$ cat src/rtl/fetch_buffer.sv
// Instruction queue between fetch and decode.
// Holds {pc, inst} in program order; branch flush empties it.
module fetch_buffer #(
    parameter int DEPTH    = 4,
    parameter int ARCH_LEN = 32,
    parameter int INST_LEN = 32
) (
    input  logic                       clk,
    input  logic                       rst,
    input  logic                       push_valid_in,
    input  logic [ARCH_LEN-1:0]        push_pc_in,
    input  logic [INST_LEN-1:0]        push_inst_in,
    output logic                       stall_fet_out,
    output logic                       pop_valid_out,
    output logic [ARCH_LEN-1:0]        pop_pc_out,
    output logic [INST_LEN-1:0]        pop_inst_out,
    input  logic                       stall_dec_in,
    input  logic                       flush_in,
    output logic [$clog2(DEPTH+1)-1:0] count_out
);

    localparam int PW = $clog2(DEPTH);
    localparam int CW = $clog2(DEPTH + 1);

    logic [ARCH_LEN-1:0] pc_q   [DEPTH];
    logic [INST_LEN-1:0] inst_q [DEPTH];

    logic [PW-1:0] rd_ptr_q, rd_ptr_d;
    logic [PW-1:0] wr_ptr_q, wr_ptr_d;
    logic [CW-1:0] count_q, count_d;

    logic push_acc;
    logic pop_acc;

    assign stall_fet_out = (count_q == CW'(DEPTH));
    assign pop_valid_out = (count_q != '0) & ~flush_in;
    assign pop_pc_out    = pc_q[rd_ptr_q];
    assign pop_inst_out  = inst_q[rd_ptr_q];
    assign count_out     = count_q;

    // Full blocks push even if a pop frees a slot this cycle.
    assign push_acc = push_valid_in & ~stall_fet_out & ~flush_in;
    assign pop_acc  = pop_valid_out & ~stall_dec_in;

    always_comb begin
        rd_ptr_d = rd_ptr_q;
        wr_ptr_d = wr_ptr_q;
        count_d  = count_q;
        if (flush_in) begin
            rd_ptr_d = '0;
            wr_ptr_d = '0;
            count_d  = '0;
        end else begin
            if (push_acc) wr_ptr_d = wr_ptr_q + PW'(1);
            if (pop_acc)  rd_ptr_d = rd_ptr_q + PW'(1);
            count_d = count_q + CW'(push_acc) - CW'(pop_acc);
        end
    end

    always_ff @(posedge clk) begin
        if (rst) begin
            rd_ptr_q <= '0;
            wr_ptr_q <= '0;
            count_q  <= '0;
        end else begin
            rd_ptr_q <= rd_ptr_d;
            wr_ptr_q <= wr_ptr_d;
            count_q  <= count_d;
        end
    end

    // Storage is never cleared; validity is tracked by count alone.
    always_ff @(posedge clk) begin
        if (push_acc && !rst) begin
            pc_q[wr_ptr_q]   <= push_pc_in;
            inst_q[wr_ptr_q] <= push_inst_in;
        end
    end

endmodule

$ cat config.mk
export PLATFORM = sky130hd
export DESIGN_NAME = fetch_buffer
export DESIGN_NICKNAME = d
export VERILOG_FILES = /design/src/rtl/fetch_buffer.sv
export SDC_FILE = /design/constraint.sdc
export NUM_CORES = 1
export LEC_CHECK = 0
export ABC_CLOCK_PERIOD_IN_PS = 4150
export BUFFER_PORTS_ARGS = -buffer_cell sky130_fd_sc_hd__buf_4
export CORE_MARGIN = 2
export CORE_UTILIZATION = 25
export DETAILED_ROUTE_END_ITERATION = 12
export HOLD_SLACK_MARGIN = 0.08
export SLEW_MARGIN = 20
export SYNTH_ARGS = -nofsm -noshare
export SYNTH_HDL_FRONTEND = slang
export SYNTH_SLANG_ARGS = --single-unit
$ cat constraint.sdc
create_clock -name clk -period 4.15 [get_ports clk]
set_input_delay 0.83 -clock clk [delete_from_list [all_inputs] [get_ports clk]]
set_output_delay 0.83 -clock clk [all_outputs]
set_load 0.02 [all_outputs]
# Yosys cells after proc, flatten, opt, wreduce, memory -nomap -nowiden
# Memory sizes are Yosys's and may differ from the RTL's. A register that Yosys moved wholly into a read port is not among the register bits.
# Cells that the tools add are included.
# classes
add_sub_neg,4
n_eq_ne,1
n_mux,6
n_bitwise,7
n_reduce_logical,4
# op_table
cell,n
two-way mux 2 bit,4
"adder 2 x 1 -> 2 bit, second input constant",2
AND 1 bit,4
adder 3 x 1 -> 3 bit,1
"equality test 3 bit, second input constant",1
inverter 1 bit,3
nonzero test 3 bit,1
subtractor 3 x 1 -> 3 bit,1
two-way mux 1 bit,2
OR reduction 2 bit,1
logical AND 1 bit,1
zero test 1 bit,1
# word_totals
register_bits,7
ram_bits,256
inputBits,69
out_inout_bits,69
wordCells,27
mem_count,2
# mem_list
name,depth,word_bits,rd,rd_clocked_by_memory_dff,write_ports,line_no,text
inst_q,4,32,1,1,1,26,logic [INST_LEN-1:0] inst_q [DEPTH];
pc_q,4,32,1,1,1,25,logic [ARCH_LEN-1:0] pc_q [DEPTH];

# Longest topological paths before layout
# Gate-level depths: netlist of the first run.
# logic_depth
word_depth,7
mapped_depth,10

# Least setup slack after synthesis of the first run
# No wires, ideal clock.
# synth_path
path_type,input -> register
start,input flush_in
end,"memory inst_q[0][0], enable pin"
arrival_ns,2.764
required_ns,3.721
slack_ns,0.957
stages,3
cell_sequence,nor2_1 > clkbuf_1 > and3_1
# synth_between
elab_chain_len,5
# synth_rtl
element,line_no,text
"start, declared",18,"input logic flush_in,"
inverter 1 bit,42,assign push_acc = push_valid_in & ~stall_fet_out & ~flush_in;
AND 1 bit,42,
logical AND 1 bit,74,if (push_acc && !rst) begin
two-way mux 1 bit,74,
two-way mux 1 bit (implied by the code),76,inst_q[wr_ptr_q] <= push_inst_in;
"end, declared",26,
# No other way between the ends.

==> results.sh, run 1 <==
export IMPL_cts_resized_gates=0
export IMPL_power_frac_comb_pct=3.6
export IMPL_critPathMaxFanout=21
export IMPL_cts_hold_buf=0
export IMPL_cts_tree="yes"
export IMPL_swShare_pct=19.85
export IMPL_synth_distinct_cells=25
export IMPL_mostFrequentLayoutCell="edfxtp_1"
export IMPL_max_freq_ghz=0.3084
export IMPL_hold_class="reg2reg"
export IMPL_synth_area_mm2=0.009808
export IMPL_post_route_drc_count=0
export IMPL_h_tree_depth=1
export IMPL_rr_startpoint="count_out[1]$_SDFF_PP0_"
export IMPL_cp_arrival_ns=2.41
export IMPL_ys_seq_area_share_pct=80.21
export IMPL_rows=72
export IMPL_power_leakage_nw=4.019
export IMPL_ys_seq_elements=265
export IMPL_regArea_mm2=0.007875
export IMPL_worst_hold_slack_ns=0.4680
export IMPL_powerDensity_mw_per_mm2=461.5
export IMPL_cts_sinks=265
export IMPL_start_util_pct=25.38
export IMPL_setup_viol=0
export IMPL_holdCritStartpoint="rd_ptr_q[1]$_SDFFE_PP0P_"
export IMPL_holdPathStages=2
export IMPL_antenna_found_initial=1
export IMPL_layout_min_cycle_time_ns=3.243
export IMPL_slew_headroom_pct=29.47
export IMPL_port_buffers=137
export IMPL_nFillCells=3727
export IMPL_critPathKind="reg2out"
export IMPL_gp_congestion=0.6575
export IMPL_r2r_end="count_out[2]$_SDFF_PP0_"
export IMPL_reg2reg_depth=10
export IMPL_cts_path_max_buffers=3
export IMPL_hold_viol=0
export IMPL_clkPwrFrac_pct=44.4
export IMPL_vias=4412
export IMPL_grt_pass1_wl_mm=30.09
export IMPL_rsz0062_at_grt="false"
export IMPL_most_common_layout_cells="edfxtp_1, buf_4, mux4_2, clkbuf_16"
export IMPL_status="finished clean"
export IMPL_yosysTopAreaCell="edfxtp_1"
export IMPL_cts_clk_slew_worst_paths_ns=0.05
export IMPL_drive_gt1_share_pct=45.31
export IMPL_syn_inst=386
export IMPL_postRouteAntennaNets=0
export IMPL_syn_avg_cell_area_um2=25.41
export IMPL_grt_pass1_vias=4810
export IMPL_post_route_period_util_pct=78.14
export IMPL_power_w=0.005719
export IMPL_place_hpwl_mm=11.34
export IMPL_cp_end_kind="primary output"
export IMPL_post_cts_setup_buffer_count=0
export IMPL_clk_latency_ns=0.54
export IMPL_multi_input_area_mm2=0.001772
export IMPL_switchingPower_w=0.001135
export IMPL_syn_to_final_growth_pct=26.34
export IMPL_drv_slew=0
export IMPL_tns_ns=0
export IMPL_ios=138
export IMPL_syn_nets=462
export IMPL_grt_start_max_net_pins=65
export IMPL_startpoint_type="flip-flop"
export IMPL_clock_skew_ns=0.01396
export IMPL_cts_root_buf="clkbuf_16"
export IMPL_ir_drop_uv=300.8
export IMPL_yosysTopAreaCellShare_pct=78.38
export IMPL_cell_internal_pwr_w=0.004584
export IMPL_cts_made_buffers=29
export IMPL_die_y_um=202.1
export IMPL_rrSetupSlack_ns=1.82
export IMPL_core_area_mm2=0.03865
export IMPL_required_ns=3.32
export IMPL_track_usage_pct=9.671
export IMPL_tightestPinTransition_ns=1.058
export IMPL_viasPerCell=4.074
export IMPL_die_area_mm2=0.04083
export IMPL_wl_per_cell_um=17.98
export IMPL_drtPass1Iterations=4
export IMPL_pwr_share_seq_pct=51.9
export IMPL_wl_mm=19.47
export IMPL_yosys_warnings=0
export IMPL_dpl_cell_area_mm2=0.01145
export IMPL_die_x_um=202.1
export IMPL_grt_ovfl_total=0
export IMPL_drt_iter0_drc=199
export IMPL_diodes=0
export IMPL_maxCapViolCount=0
export IMPL_synth_area_top_cells="edfxtp_1, mux4_2, dfxtp_1"
export IMPL_stdcell_area_mm2=0.01239
export IMPL_fin_nets=621
==> per-stage QoR <==
| step | instances | setup slack (ns) | util (%) |
|---|---|---|---|
| 6_report | 1083 | 0.9071 | 32.06 |
| 3_5_place_dp | 1032 | 1.229 | 29.63 |
| 3_3_place_gp | 1032 | 1.277 | 29.63 |
| 4_1_cts | 1083 | 0.8099 | 32.06 |
| 2_1_floorplan | 386 | 0.9568 | - |
| 5_1_grt | 1083 | 0.7226 | 32.06 |
==> critical path, cell delays in order, from the launching register on <==
cell     delay, ns
dfxtp_4       0.64
buf_4         0.44
mux4_2        0.58
buf_4         0.18
==> metal layers <==
metal	wire, um	share of wire (%)	GRT usage [%]	vias up
li1	-	-	-	1969
met1	8569	44	12.96	2296
met2	9372	48	15.44	111
met3	1050	5.4	2.451	34
met4	459	2.4	3.072	2
met5	16	0.082	0	-
==> synth_stat cells, drive strengths merged <==
library cell and n:
o21ai 1, fa 1, a21boi 1, or3 4, buf 13, dfxtp 9
mux4 64, ha 6, nor3 3, clkbuf 2, nor4b 1, mux2i 4
and2 2, and3 4, xnor2 2, nor3b 1, nand2 4, edfxtp 256
nor2 3, inv 5
==> power groups by stage <==
stage | Sequential [W] | Clock (W) | Combinational [W]
floorplan | 0.00303 | 0 | 0.0000829
global placement | 0.00303 | 0 | 0.000211
global route | 0.00297 | 0.00274 | 0.000229
CTS | 0.00297 | 0.00263 | 0.000215
finish | 0.00297 | 0.00254 | 0.000209
detailed placement | 0.00303 | 0 | 0.000215
==> cells by family after synthesis <==
logic type / after synthesis / synth area share (%)
and+or+nand+nor: 22 / 1.327
DFF: 265 / 80.21
AOI/OAI and AO/OA: 2 / 0.1275
adders and majority gates: 7 / 0.9695
muxes: 68 / 15.26
buffers and inverters: 20 / 1.926
xor gates and xnor gates: 2 / 0.1786
==> how the worst max path moves through the flow <==
stage / to / depth (start not counted)
after floorplan: inst_q[0][0]$_DFFE_PP_ / 3
after global placement: pc_q[3][25]$_DFFE_PP_ / 4
after detailed placement: pc_q[2][27]$_DFFE_PP_ / 4
after CTS: pop_pc_out[20] / 3
after global routing: pop_pc_out[20] / 3
final: pop_pc_out[20] / 3
==> sequential cells by signal, indices dropped and copies added (netlist names), named ones only <==
name	cells
inst_q	128
pc_q	128
count_out	3
rd_ptr_q	2
wr_ptr_q	2
==> area by class of cell <==
cell class	instances	area share, %
Clock inverter	19	1.656
Inverter	5	0.1515
Clock buffer	32	5.947
Timing Repair Buffer	143	9.168
Tap cell	518	5.230
Multi-Input combinational cell	101	14.30
Sequential cell	265	63.55
(Power assumes the default switching activity.)
==> run 2, diff against run 1 <==
--- a/config.mk
+++ b/config.mk
@@ -5,7 +5,7 @@
 export SDC_FILE = /design/constraint.sdc
 export NUM_CORES = 1
 export LEC_CHECK = 0
-export ABC_CLOCK_PERIOD_IN_PS = 4150
+export ABC_CLOCK_PERIOD_IN_PS = 2700
 export BUFFER_PORTS_ARGS = -buffer_cell sky130_fd_sc_hd__buf_4
 export CORE_MARGIN = 2
 export CORE_UTILIZATION = 25
==> constraint.sdc (replaced) <==
create_clock -name clk -period 2.7 [get_ports clk]
set_input_delay 0.54 -clock clk [delete_from_list [all_inputs] [get_ports clk]]
set_output_delay 0.54 -clock clk [all_outputs]
set_load 0.02 [all_outputs]
==> run 2 against run 1 <==
Compared with the run above: worst setup slack worse by 0.82 ns; global-route usage is 0.28 points higher; final cell count up 1.1%; routed wire length rose by 4.0%; first-iteration DRC count is 18% lower.
==> results.sh, run 2 (synthesis gave the netlist of run 1 again) <==
export IMPL_status="finished clean"
export IMPL_rr_startpoint="count_out[1]$_SDFF_PP0_"
export IMPL_instances_no_fill=1095
export IMPL_antenna_found_initial=0
export IMPL_drive_gt1_share_pct=45.06
export IMPL_ir_drop_uv=412.5
export IMPL_port_buffers=137
export IMPL_cts_path_max_buffers=3
export IMPL_cts_clk_slew_worst_paths_ns=0.06
export IMPL_vias=4515
export IMPL_h_tree_depth=1
export IMPL_critPathMaxFanout=14
export IMPL_worst_hold_slack_ns=0.1713
export IMPL_hold_class="in2reg"
export IMPL_grt_start_max_net_pins=65
export IMPL_cts_hold_buf=0
export IMPL_cts_sinks=265
export IMPL_post_route_drc_count=0
export IMPL_die_area_mm2=0.04083
export IMPL_rows=72
export IMPL_maxCapViolCount=0
export IMPL_rrSetupSlack_ns=0.34
export IMPL_mostFrequentLayoutCell="edfxtp_1"
export IMPL_cts_made_buffers=29
export IMPL_die_y_um=202.1
export IMPL_cts_root_buf="clkbuf_16"
export IMPL_hold_viol=0
export IMPL_powerDensity_mw_per_mm2=673.3
export IMPL_syn_to_final_growth_pct=27.55
export IMPL_fin_util_pct=32.37
export IMPL_drtPass1Iterations=4
export IMPL_drt_iter0_drc=163
export IMPL_clkPwrFrac_pct=41.9
export IMPL_tightestPinTransition_ns=0.4485
export IMPL_cts_tree="yes"
export IMPL_clk_latency_ns=0.54
export IMPL_cell_internal_pwr_w=0.006761
export IMPL_r2r_end="count_out[2]$_SDFF_PP0_"
export IMPL_stdcell_area_mm2=0.01251
export IMPL_drv_slew=0
export IMPL_cp_end_kind="primary output"
export IMPL_cp_arrival_ns=2.07
export IMPL_wl_per_cell_um=18.49
export IMPL_critPathKind="reg2out"
export IMPL_pwr_share_seq_pct=54.2
export IMPL_reg2reg_depth=10
export IMPL_post_route_period_util_pct=96.74
export IMPL_power_w=0.008424
export IMPL_viasPerCell=4.123
export IMPL_dpl_cell_area_mm2=0.01156
export IMPL_most_common_layout_cells="edfxtp_1, buf_4, mux4_2, clkbuf_16, buf_12"
export IMPL_slew_headroom_pct=70.10
export IMPL_required_ns=2.16
export IMPL_swShare_pct=19.74
export IMPL_place_hpwl_mm=11.79
export IMPL_fin_nets=635
export IMPL_setup_viol=0
export IMPL_die_x_um=202.1
export IMPL_max_freq_ghz=0.3828
export IMPL_switchingPower_w=0.001663
export IMPL_postRouteAntennaNets=0
export IMPL_power_frac_comb_pct=3.9
export IMPL_place_inst=1039
export IMPL_clock_skew_ns=0.005964
export IMPL_startpoint_type="flip-flop"
export IMPL_worstHoldEndpoint="count_out[1]$_SDFF_PP0_"
export IMPL_core_area_mm2=0.03865
export IMPL_rsz0062_at_grt="true"
export IMPL_track_usage_pct=9.952
export IMPL_grt_pass1_wl_mm=30.48
export IMPL_holdPathStages=2
export IMPL_holdCritStartpoint="rst"
export IMPL_ios=138
export IMPL_gp_congestion=0.6805
export IMPL_layout_min_cycle_time_ns=2.612
export IMPL_wl_mm=20.24
export IMPL_grt_pass1_vias=4930
export IMPL_grt_ovfl_total=0
export IMPL_diodes=0
export IMPL_start_util_pct=25.38
export IMPL_power_leakage_nw=4.084
## run 2: timing repair
action	in CTS	in global routing
cloned	1	0
setup buffers	4	2
gates resized for setup	2	0
endpoints found under the setup margin	32	8
## run 2: area by class of cell
cell class              instances  area (um2)
clock buffers                  36       752.0
well taps                     518       648.1
fillers                      3676       26140
flip-flops and latches        265        7875
clock inverters                13       88.84
multi-input cells             101        1772
repair buffers                157        1356
inverters                       5       18.77
## run 2: how the worst max path moves through the flow
stage	startpoint	to	slack, ns	depth (start not counted)
final	flip-flop	pop_pc_out[7]	0.09	3
after global placement	flush_in	count_out[2]$_SDFF_PP0_	0.22	10
after detailed placement	flush_in	count_out[2]$_SDFF_PP0_	0.21	10
after global routing	flip-flop	pop_pc_out[7]	-0.003	3
after floorplan	count_out[2]$_SDFF_PP0_	count_out[2]$_SDFF_PP0_	0.26	10
after CTS	flip-flop	pop_pc_out[7]	-0.002	3
## run 2: metal layers
metal	track usage [%]	up-vias	part of all wire, %
li1	-	1999	-
met1	13.61	2360	45
met2	15.64	124	47
met3	2.419	32	5.6
met4	3.178	0	2.1
met5	0	-	0
## run 2: worst max-delay path: stages, from the launching register on
cell	delay [ns]
dfxtp_4	0.45
bufbuf_16	0.36
mux4_2	0.53
buf_4	0.17
## run 2: per-stage QoR
| step | setup TNS [ns] | setup WS [ns] |
|---|---|---|
| final | 0 | 0.08799 |
| after floorplan | 0 | 0.2637 |
| after detailed placement | 0 | 0.2100 |
| after CTS | -0.002976 | -0.001849 |
| after global placement | 0 | 0.2166 |
| after global routing | -0.002671 | -0.002671 |
## run 2: power by group through the flow
stage          logic [W]  registers [W]  clock network [W]
2_1_floorplan   0.000128        0.00465                  0
3_3_place_gp    0.000327        0.00465                  0
3_5_place_dp    0.000335        0.00465                  0
4_1_cts         0.000339        0.00456            0.00366
5_1_grt         0.000362        0.00457            0.00382
6_report        0.000332        0.00456            0.00353
